--- src/rtl/wb_b3_defs.sv ---
// rtl/wb_b3_defs.sv - Wishbone B3 cycle-type and burst-type codes shared by masters and slaves
//
// Purpose: single source of the CTI/BTE encodings plus a command-length helper.
// Ports: none (package).

package wb_b3_defs;

  typedef enum logic [2:0] {
    CTI_CLASSIC = 3'b000,
    CTI_INCR    = 3'b010,
    CTI_EOB     = 3'b111
  } cti_e;

  typedef enum logic [1:0] {
    BTE_LINEAR = 2'b00,
    BTE_WRAP4  = 2'b01,
    BTE_WRAP8  = 2'b10,
    BTE_WRAP16 = 2'b11
  } bte_e;

  // A zero-length command is executed as a single beat.
  function automatic logic [4:0] norm_len(input logic [4:0] len);
    return (len == 5'd0) ? 5'd1 : len;
  endfunction

endpackage

--- src/rtl/wb_b3_burst_adr.sv ---
// rtl/wb_b3_burst_adr.sv - next word address for Wishbone B3 linear and wrapping bursts
//
// Purpose: given the current beat address and burst type, produce the address
//          of the following beat. Bits outside the wrap window are unchanged.
// Ports:
//   adr_i [aw]  current byte address
//   bte_i [2]   burst type extension
//   adr_o [aw]  next byte address, bits [1:0] forced to zero

module wb_b3_burst_adr
  import wb_b3_defs::*;
#(
  parameter int aw = 32
) (
  input  logic [aw-1:0] adr_i,
  input  logic [1:0]    bte_i,
  output logic [aw-1:0] adr_o
);

  logic [aw-1:0] mask;
  logic [aw-1:0] inc;

  // mask selects the byte-address bits that take the incremented value;
  // the rest keep the current address so the burst wraps inside its window.
  always_comb begin
    mask = '1;
    case (bte_i)
      BTE_WRAP4:  mask = aw'(32'h0000_000F);
      BTE_WRAP8:  mask = aw'(32'h0000_001F);
      BTE_WRAP16: mask = aw'(32'h0000_003F);
      default:    mask = '1;
    endcase
    inc   = adr_i + aw'(4);
    adr_o = ((adr_i & ~mask) | (inc & mask)) & ~aw'(3);
  end

endmodule

--- src/rtl/wb_b3_burst_master.sv ---
// rtl/wb_b3_burst_master.sv - Wishbone B3 burst master with retry back-off and write buffer
//
// Purpose: executes one read or write command of 1..16 beats as a Wishbone B3
//          classic or incrementing/wrapping burst, with rty back-off and abort.
// Ports:
//   wb_clk_i, wb_rst_i                    clock, synchronous active-high reset
//   cmd_valid/cmd_ready, cmd_we, cmd_adr, cmd_len, cmd_bte, cmd_sel   command
//   wr_valid/wr_ready, wr_data            write data stream
//   rd_valid, rd_data                     read data, one pulse per acked beat
//   done, done_err                        end-of-command pulse and error flag
//   wb_*                                  Wishbone B3 master interface

module wb_b3_burst_master
  import wb_b3_defs::*;
#(
  parameter int dw        = 32,
  parameter int aw        = 32,
  parameter int max_retry = 4
) (
  input  logic          wb_clk_i,
  input  logic          wb_rst_i,
  input  logic          cmd_valid,
  output logic          cmd_ready,
  input  logic          cmd_we,
  input  logic [aw-1:0] cmd_adr,
  input  logic [4:0]    cmd_len,
  input  logic [1:0]    cmd_bte,
  input  logic [3:0]    cmd_sel,
  input  logic          wr_valid,
  output logic          wr_ready,
  input  logic [dw-1:0] wr_data,
  output logic          rd_valid,
  output logic [dw-1:0] rd_data,
  output logic          done,
  output logic          done_err,
  output logic [aw-1:0] wb_adr_o,
  output logic [1:0]    wb_bte_o,
  output logic [2:0]    wb_cti_o,
  output logic          wb_cyc_o,
  output logic          wb_stb_o,
  output logic          wb_we_o,
  output logic [3:0]    wb_sel_o,
  output logic [dw-1:0] wb_dat_o,
  input  logic [dw-1:0] wb_dat_i,
  input  logic          wb_ack_i,
  input  logic          wb_err_i,
  input  logic          wb_rty_i
);

  typedef enum logic [1:0] {S_IDLE, S_ACTIVE, S_BACKOFF} state_e;

  localparam int RW = $clog2(max_retry + 1) + 1;

  state_e        state_q;
  logic          we_q;
  logic [aw-1:0] adr_q;
  logic [1:0]    bte_q;
  logic [3:0]    sel_q;
  logic [4:0]    rem_q;       // beats not yet acked
  logic [4:0]    load_q;      // write words not yet taken into the buffer
  logic          classic_q;   // current cycle started with one beat left
  logic          buf_full_q;
  logic [dw-1:0] buf_q;
  logic [RW-1:0] retry_q;
  logic          bo_cnt_q;
  logic          rd_valid_q;
  logic [dw-1:0] rd_data_q;
  logic          done_q;
  logic          done_err_q;

  logic [aw-1:0] adr_d;
  logic          active;
  logic          stb;
  logic          ack_eff;
  logic          err_eff;
  logic          rty_eff;
  logic          load;

  wb_b3_burst_adr #(.aw(aw)) u_adr (
    .adr_i (adr_q),
    .bte_i (bte_q),
    .adr_o (adr_d)
  );

  assign active = (state_q == S_ACTIVE);
  // Writes only strobe while a word sits in the buffer; reads strobe always.
  assign stb    = active && (!we_q || buf_full_q);

  // Responses count only with stb high; err beats rty beats ack.
  assign err_eff = stb && wb_err_i;
  assign rty_eff = stb && wb_rty_i && !wb_err_i;
  assign ack_eff = stb && wb_ack_i && !wb_err_i && !wb_rty_i;

  // Refill in the ack cycle keeps stb continuously high.
  assign wr_ready  = active && we_q && (load_q != 5'd0) && (!buf_full_q || ack_eff);
  assign load      = wr_valid && wr_ready;
  assign cmd_ready = (state_q == S_IDLE) && !done_q;

  assign wb_cyc_o = active;
  assign wb_stb_o = stb;
  assign wb_we_o  = we_q;
  assign wb_sel_o = sel_q;
  assign wb_adr_o = adr_q;
  assign wb_dat_o = buf_q;
  assign wb_cti_o = (!active || classic_q) ? CTI_CLASSIC :
                    (rem_q == 5'd1)        ? CTI_EOB : CTI_INCR;
  assign wb_bte_o = (active && !classic_q) ? bte_q : 2'b00;

  assign rd_valid = rd_valid_q;
  assign rd_data  = rd_data_q;
  assign done     = done_q;
  assign done_err = done_err_q;

  always_ff @(posedge wb_clk_i) begin
    if (wb_rst_i) begin
      state_q    <= S_IDLE;
      we_q       <= 1'b0;
      adr_q      <= '0;
      bte_q      <= 2'b00;
      sel_q      <= 4'h0;
      rem_q      <= 5'd0;
      load_q     <= 5'd0;
      classic_q  <= 1'b0;
      buf_full_q <= 1'b0;
      buf_q      <= '0;
      retry_q    <= '0;
      bo_cnt_q   <= 1'b0;
      rd_valid_q <= 1'b0;
      rd_data_q  <= '0;
      done_q     <= 1'b0;
      done_err_q <= 1'b0;
    end else begin
      rd_valid_q <= 1'b0;
      done_q     <= 1'b0;
      done_err_q <= 1'b0;
      unique case (state_q)
        S_IDLE: begin
          if (cmd_valid && cmd_ready) begin
            state_q    <= S_ACTIVE;
            we_q       <= cmd_we;
            adr_q      <= cmd_adr & ~aw'(3);
            bte_q      <= cmd_bte;
            sel_q      <= cmd_sel;
            rem_q      <= norm_len(cmd_len);
            load_q     <= cmd_we ? norm_len(cmd_len) : 5'd0;
            classic_q  <= (norm_len(cmd_len) == 5'd1);
            buf_full_q <= 1'b0;
            retry_q    <= '0;
          end
        end
        S_ACTIVE: begin
          if (load) begin
            buf_q  <= wr_data;
            load_q <= load_q - 5'd1;
          end
          if (err_eff || (rty_eff && retry_q == RW'(max_retry))) begin
            state_q    <= S_IDLE;
            done_q     <= 1'b1;
            done_err_q <= 1'b1;
            buf_full_q <= 1'b0;
            load_q     <= 5'd0;
          end else if (rty_eff) begin
            // Buffered write word is kept so the beat replays after back-off.
            retry_q  <= retry_q + RW'(1);
            state_q  <= S_BACKOFF;
            bo_cnt_q <= 1'b0;
          end else if (ack_eff) begin
            retry_q    <= '0;
            adr_q      <= adr_d;
            rem_q      <= rem_q - 5'd1;
            buf_full_q <= load;
            if (!we_q) begin
              rd_valid_q <= 1'b1;
              rd_data_q  <= wb_dat_i;
            end
            if (rem_q == 5'd1) begin
              state_q <= S_IDLE;
              done_q  <= 1'b1;
            end
          end else if (load) begin
            buf_full_q <= 1'b1;
          end
        end
        S_BACKOFF: begin
          bo_cnt_q <= 1'b1;
          if (bo_cnt_q) begin
            state_q   <= S_ACTIVE;
            classic_q <= (rem_q == 5'd1);
          end
        end
        default: state_q <= S_IDLE;
      endcase
    end
  end

endmodule

--- config.mk ---
export PLATFORM = sky130hd
export DESIGN_NAME = wb_b3_burst_master
export DESIGN_NICKNAME = d
export VERILOG_FILES = /design/src/rtl/wb_b3_defs.sv /design/src/rtl/wb_b3_burst_adr.sv /design/src/rtl/wb_b3_burst_master.sv
export SDC_FILE = /design/constraint.sdc
export NUM_CORES = 1
export LEC_CHECK = 0
export CAP_MARGIN = 25
export CORE_MARGIN = 3
export CORE_UTILIZATION = 44
export DETAILED_ROUTE_END_ITERATION = 16
export PLACE_DENSITY = 0.81
export SLEW_MARGIN = 20
export SYNTH_ARGS = -nofsm -noshare
export SYNTH_HDL_FRONTEND = slang
export SYNTH_HIERARCHICAL = 1
export SYNTH_SLANG_ARGS = --single-unit
--- constraint.sdc ---
create_clock -name wb_clk_i -period 2.4 [get_ports wb_clk_i]
set_input_delay 0.36 -clock wb_clk_i [delete_from_list [all_inputs] [get_ports wb_clk_i]]
set_output_delay 0.36 -clock wb_clk_i [all_outputs]
set_load 0.01 [all_outputs]
==> flow_summary.yaml, run 1 <==
clocking:
  cts_buffers: 17
  tritoncts: "done"
  clk_pin_slew_ps: 60
  clock_latency_ps: 420
  cts_hold_repair.buffers: 0
  post_cts_buffers: 0
  cts_resized: 5
  root_buffer: "clkbuf_16"
  clock-sinks: 125
  clock_path_buffers: 2
  htreeDepth: 4
logic_synthesis:
  synthFlopType: "dfxtp_1"
  synth.area.mux_share: 0.0575
  yosys.area_share.simple: 0.220
  async_flop_share: 0
  synth.most_common_cell: "nand2_1"
  yosysTopAreaCell: "dfxtp_1"
  synth_top_family_by_area: "simple AND/OR/NAND/NOR gates"
  synth_compound_area_frac: 0.177
  yosys.area_share.adder: 0.0190
  ys_types: 59
  yosys-top-cells-count: "153 x nand2_1, 125 x dfxtp_1, 85 x a21oi_1"
  netlist_area_sq_um: 5920
  ys_ff_latch: 125
  syn_avg_cell_area_sq_um: 8.27
  yosysSeqAreaShare: 0.422
  syn_inst: 716
  synth_xor_area_frac: 0.0458
  yosysWarnings: 6
  synth_top_area_frac: 0.422
  synth_edf_count: 0
  synthTopCellsByArea: "dfxtp_1 42%, nand2_1 9.7%, a21oi_1 7.2%"
timing:
  worst_pin_slew_ps: 556
  hold_viol: 0
  setup_ws_ps: 72.0
  tns_ps: 0
  fin_skew_ps: 11.9
  min_period_ps: 2330
  holdWs_ps: 360
  slew_violations: 0
  max_slew_margin: 0.628
  rsz0062_at_grt: "no"
  max_freq_mhz: 430
  fin_crit_sh: 0.970
  setup_violations: 0
global_route:
  gr-total-overflow: 0
  grt_max_degree: 61
  grt_use_total: 0.245
  antenna_found_initial: 0
  grt_pass1_vias: 5803
  grt_pass1_wl_microns: 29100
setup_path:
  critPathLaunchType: "flop"
  critPathBufInv: 2
  cp-end-kind: "output port"
  critPathRequiredTime_ps: 2040
  slowest_delay_ps: 530
  crit_path_top_delay_cell: "clkdlybuf4s50_1"
  crit_chain: "nand2b_2 -> nor2_1 -> buf_4 -> and2_1 -> clkdlybuf4s50_1"
  critPathKind: "flop to output port"
  cp_data_arrival_time_ps: 1970
  cp_top_family: "buffers and inverters"
  path_max_fanout: 3
route:
  first_iter_violations: 516
  vias: 6155
  firstDrtPassIters: 5
  wl_per_cell_microns: 16.3
  drc: 0
  post_drt_via_cell_ratio: 5.47
  routed_wl_microns: 18400
  postRouteAntennaNets: 0
place:
  detailed_place_hpwl_microns: 12500
  port_buffers: 225
  dp_cells: 1095
  pre_cts_slack_ps: -150
  dpl_cell_area_sq_um: 8570
  place_congestion: 0.822
power_and_ir_drop:
  p_int_mw: 4.90
  sequentialPowerShare: 0.360
  combPwrFrac: 0.190
  p_switching_mw: 1.67
  p_clk_frac: 0.450
  p_total_mw: 6.57
  leakagePower_nw: 3.32
  switching_share: 0.254
  powerDensity_nw_per_um2: 709
  peakVddDrop_mv: 0.425
layout:
  fin_nets: 1066
  finalInstanceArea_sq_um: 9260
  post-route-util: 0.719
  area_growth_pct: 56.4
  fin_cells: 1126
  drive_gt1_frac: 0.0933
  diodes: 0
floorplan:
  fp.dieH_microns: 122
  die-area_sq_um: 14900
  design.core.area_sq_um: 12900
  ioPinCount: 228
  num_rows: 41
  die-width_microns: 122
  start_util: 0.460
run:
  maxCapViolCount: 0
status:
  status: "completed"
min_path:
  hold_path_class: "input pin to flop"
[layout by cell type (no fill, tap or decap), types with 14 or more instances in the layout]
cell type        synthesis  routed
mux2i_1                 34      34
clkbuf_16                0      17
dfxtp_1                125     124
clkdlybuf4s50_1          0     223
buf_4                    4      25
xnor2_1                 25      25
inv_1                   18      18
nand2_1                153     153
nand3_1                 17      17
nor2_1                  49      48
a21oi_1                 85      84
nand4_1                 14      14
a311oi_1                32      32
[final cells by class]
class | instances | area [sq um]
clock buffer | 21 | 470
clock inverter | 10 | 210
fill | 956 | 3610
inverter | 18 | 67.6
multi-input combinational | 518 | 3110
sequential | 125 | 2500
tap | 172 | 215
timing repair buffer | 262 | 2680
[sequential cells by signal, summed over array words and instances, names as in the netlist]
name and flops:
state_q 2, retry_q 4, wb_dat_o 32, rd_valid 1, wb_adr_o 32, wb_we_o 1
load_q 5, rd_data 32, classic_q 1, buf_full_q 1, rem_q 5, bte_q 2
bo_cnt_q 1, done_err 1, wb_sel_o 4, done 1
[power groups by stage]
stage,logic (mW),clock network (mW),registers [mW]
floorplan,0.569,0,2.42
global placement,1.22,0,2.39
detailed placement,1.24,0,2.40
CTS,1.25,2.99,2.36
global route,1.35,3.09,2.38
finish,1.25,2.95,2.36
[layer usage]
metal  global-route usage  part of all wire  up-vias
met4                0.109             0.026        0
met1                0.312              0.41     2851
met3               0.0789             0.094       38
met5                    0                 0        -
li1                     -                 -     2964
met2                0.379              0.47      302
[worst paths after layout]
check              start  slack (ps)  depth (start not counted)           end
min             wb_rst_i         360                          2  wb_dat_o[15]
max reg2reg    load_q[0]         290                          9     load_q[0]
max           state_q[1]          70                          5   wb_bte_o[1]
min reg2reg  rd_data[16]         450                          2   rd_data[16]
[cells by family after synthesis]
group / Yosys count
compound gates: 157
xor+xnor: 31
fa+ha+maj: 9
buf+inv: 74
flops: 125
mux: 34
other cells: 1
simple gates: 285
(Power assumes the default switching activity.)
==> run 2, diff against run 1 <==
==> constraint.sdc (replaced) <==
create_clock -name wb_clk_i -period 2.15 [get_ports wb_clk_i]
set_input_delay 0.3225 -clock wb_clk_i [delete_from_list [all_inputs] [get_ports wb_clk_i]]
set_output_delay 0.3225 -clock wb_clk_i [all_outputs]
set_load 0.01 [all_outputs]
==> run 2 against run 1 <==
  * Die area unchanged
  * Combinational power rose by 16%
  * Worst hold slack got worse by 20 ps
  * Final cell count grew 0.53%
  * Sequential cell count is the same
  * Global-route usage increased by 0.22 points
  * Critical path type is now flop to flop
  * Largest power group unchanged
==> flow_summary.yaml, run 2 (synthesis results as in run 1) <==
min_path:
  hold_path_class: "input pin to flop"
  hold_path_startpoint: "wb_rst_i"
  min_to: "bo_cnt_q"
  holdPathStages: 2
timing:
  hold_viol: 0
  setup_violations: 0
  holdWs_ps: 340
  max_freq_mhz: 491
  setup_ws_ps: 111
  worst_pin_slew_ps: 594
  slew_violations: 0
  tns_ps: 0
  fin_crit_sh: 0.948
  min_period_ps: 2040
  fin_skew_ps: 9.58
  max_slew_margin: 0.600
layout:
  finalInstanceArea_sq_um: 9260
  area_growth_pct: 56.4
  fin_cells: 1132
  diodes: 0
  layout_common_cells: "216 x clkdlybuf4s50_1, 153 x nand2_1, 121 x dfxtp_1"
  final_common_cell: "clkdlybuf4s50_1"
  drive_gt1_frac: 0.106
  fin_nets: 1072
setup_path:
  rr_worst_depth: 8
  cp_data_arrival_time_ps: 2340
  critPathLaunchType: "flop"
  cp-end-kind: "flop"
  worstSetupStartpoint: "load_q[0]"
  path_max_fanout: 21
  reg2reg_slack_ps: 110
  critPathRequiredTime_ps: 2450
  r2r-start: "load_q[0]"
  critPathKind: "flop to flop"
  r2r_end: "load_q[0]"
global_route:
  met1_usage: 0.322
  busiest_layer: "met2"
  grt_pass1_vias: 5797
  gr-total-overflow: 0
  antenna_found_initial: 0
  grt_pass1_wl_microns: 29300
  globalRouteMet3Util: 0.0650
  grt_max_degree: 58
  met2_usage: 0.398
  grt_use_total: 0.247
clocking:
  htreeDepth: 4
  clock_path_buffers: 2
  root_buffer: "clkbuf_16"
  cts_buffers: 17
  clock-sinks: 125
  clk_pin_slew_ps: 50
  cts_hold_repair.buffers: 0
  clock_latency_ps: 420
  tritoncts: "done"
route:
  firstDrtPassIters: 5
  drc: 0
  postRouteAntennaNets: 0
  post_drt_via_cell_ratio: 5.40
  wl_per_cell_microns: 16.9
  routed_wl_microns: 19100
  vias: 6118
  first_iter_violations: 490
place:
  dpl_cell_area_sq_um: 8530
  pre_cts_slack_ps: -343
  port_buffers: 225
  detailed_place_hpwl_microns: 12600
  place_congestion: 0.805
  dp_cells: 1098
floorplan:
  fp.dieH_microns: 122
  die-width_microns: 122
  ioPinCount: 228
  start_util: 0.460
  num_rows: 41
  design.core.area_sq_um: 12900
  die-area_sq_um: 14900
run:
  maxCapViolCount: 0
power_and_ir_drop:
  powerDensity_nw_per_um2: 766
  peakVddDrop_mv: 0.458
  leakagePower_nw: 3.38
status:
  status: "completed"
[run 2: changes by cell type in the layout (fill, tap and decap cells not counted), moves of 2 or more]
| cell | change |
|---|---|
| clkinv_2 | +2 |
| buf_12 | -4 |
| nor4b_4 | +2 |
| clkdlybuf4s50_1 | -7 |
| buf_4 | +8 |
| bufinv_16 | -2 |
| clkbuf_8 | -2 |
| dlygate4sd2_1 | +5 |
| dfxtp_1 | -3 |
| clkbuf_16 | +2 |
| dfxtp_2 | +3 |
[run 2: critical path: stages, from the launching register on]
cell and delay, ps:
dfxtp_2 320, inv_1 90, ha_1 160, nor4b_4 190
buf_4 180, a2111oi_4 60, clkbuf_16 220, or3_2 470
a22o_1 230
[run 2: repair_timing]
action                                  CTS  global route
endpoints found under the setup margin    9            33
pin swaps                                 0             2
gates cloned                              0             2
gates resized for setup                  18            14
setup buffers                             0             1
[run 2: report_power, final]
part | switching [mW] | internal (mW) | leakage [nW]
registers | 0.176 | 2.46 | 1.02
logic | 0.679 | 0.768 | 2.07
clock network | 1.05 | 1.96 | 0.296
total | 1.91 | 5.19 | 3.38
[run 2: cell type report]
cell class | instances | area [sq um]
flip-flops and latches | 125 | 2510
inverters | 18 | 67.6
clock buffers | 20 | 447
multi-input cells | 518 | 3160
fillers | 944 | 3610
repair buffers | 268 | 2700
clock inverters | 11 | 168
well taps | 172 | 215
[run 2: metrics by stage]
stage / util / power (mW)
after floorplan: - / 3.33
after CTS: 0.713 / 7.10
after global placement: 0.662 / 4.05
after global routing: 0.719 / 7.36
final: 0.719 / 7.10
after detailed placement: 0.662 / 4.08
[run 2: worst max-delay path by stage]
stage / endpoint / slack, ps / cells past startpoint
after global routing: load_q[0] / -20 / 8
final: load_q[0] / 110 / 8
after CTS: wr_ready / -50 / 6
after global placement: wr_ready / -330 / 4
after floorplan: load_q[0] / 140 / 6
after detailed placement: wr_ready / -340 / 4
[run 2: per-layer routing]
layer | vias up | share of wire
li1 | 2977 | -
met1 | 2884 | 0.43
met2 | 233 | 0.49
met3 | 24 | 0.070
met4 | 0 | 0.016
met5 | - | 0
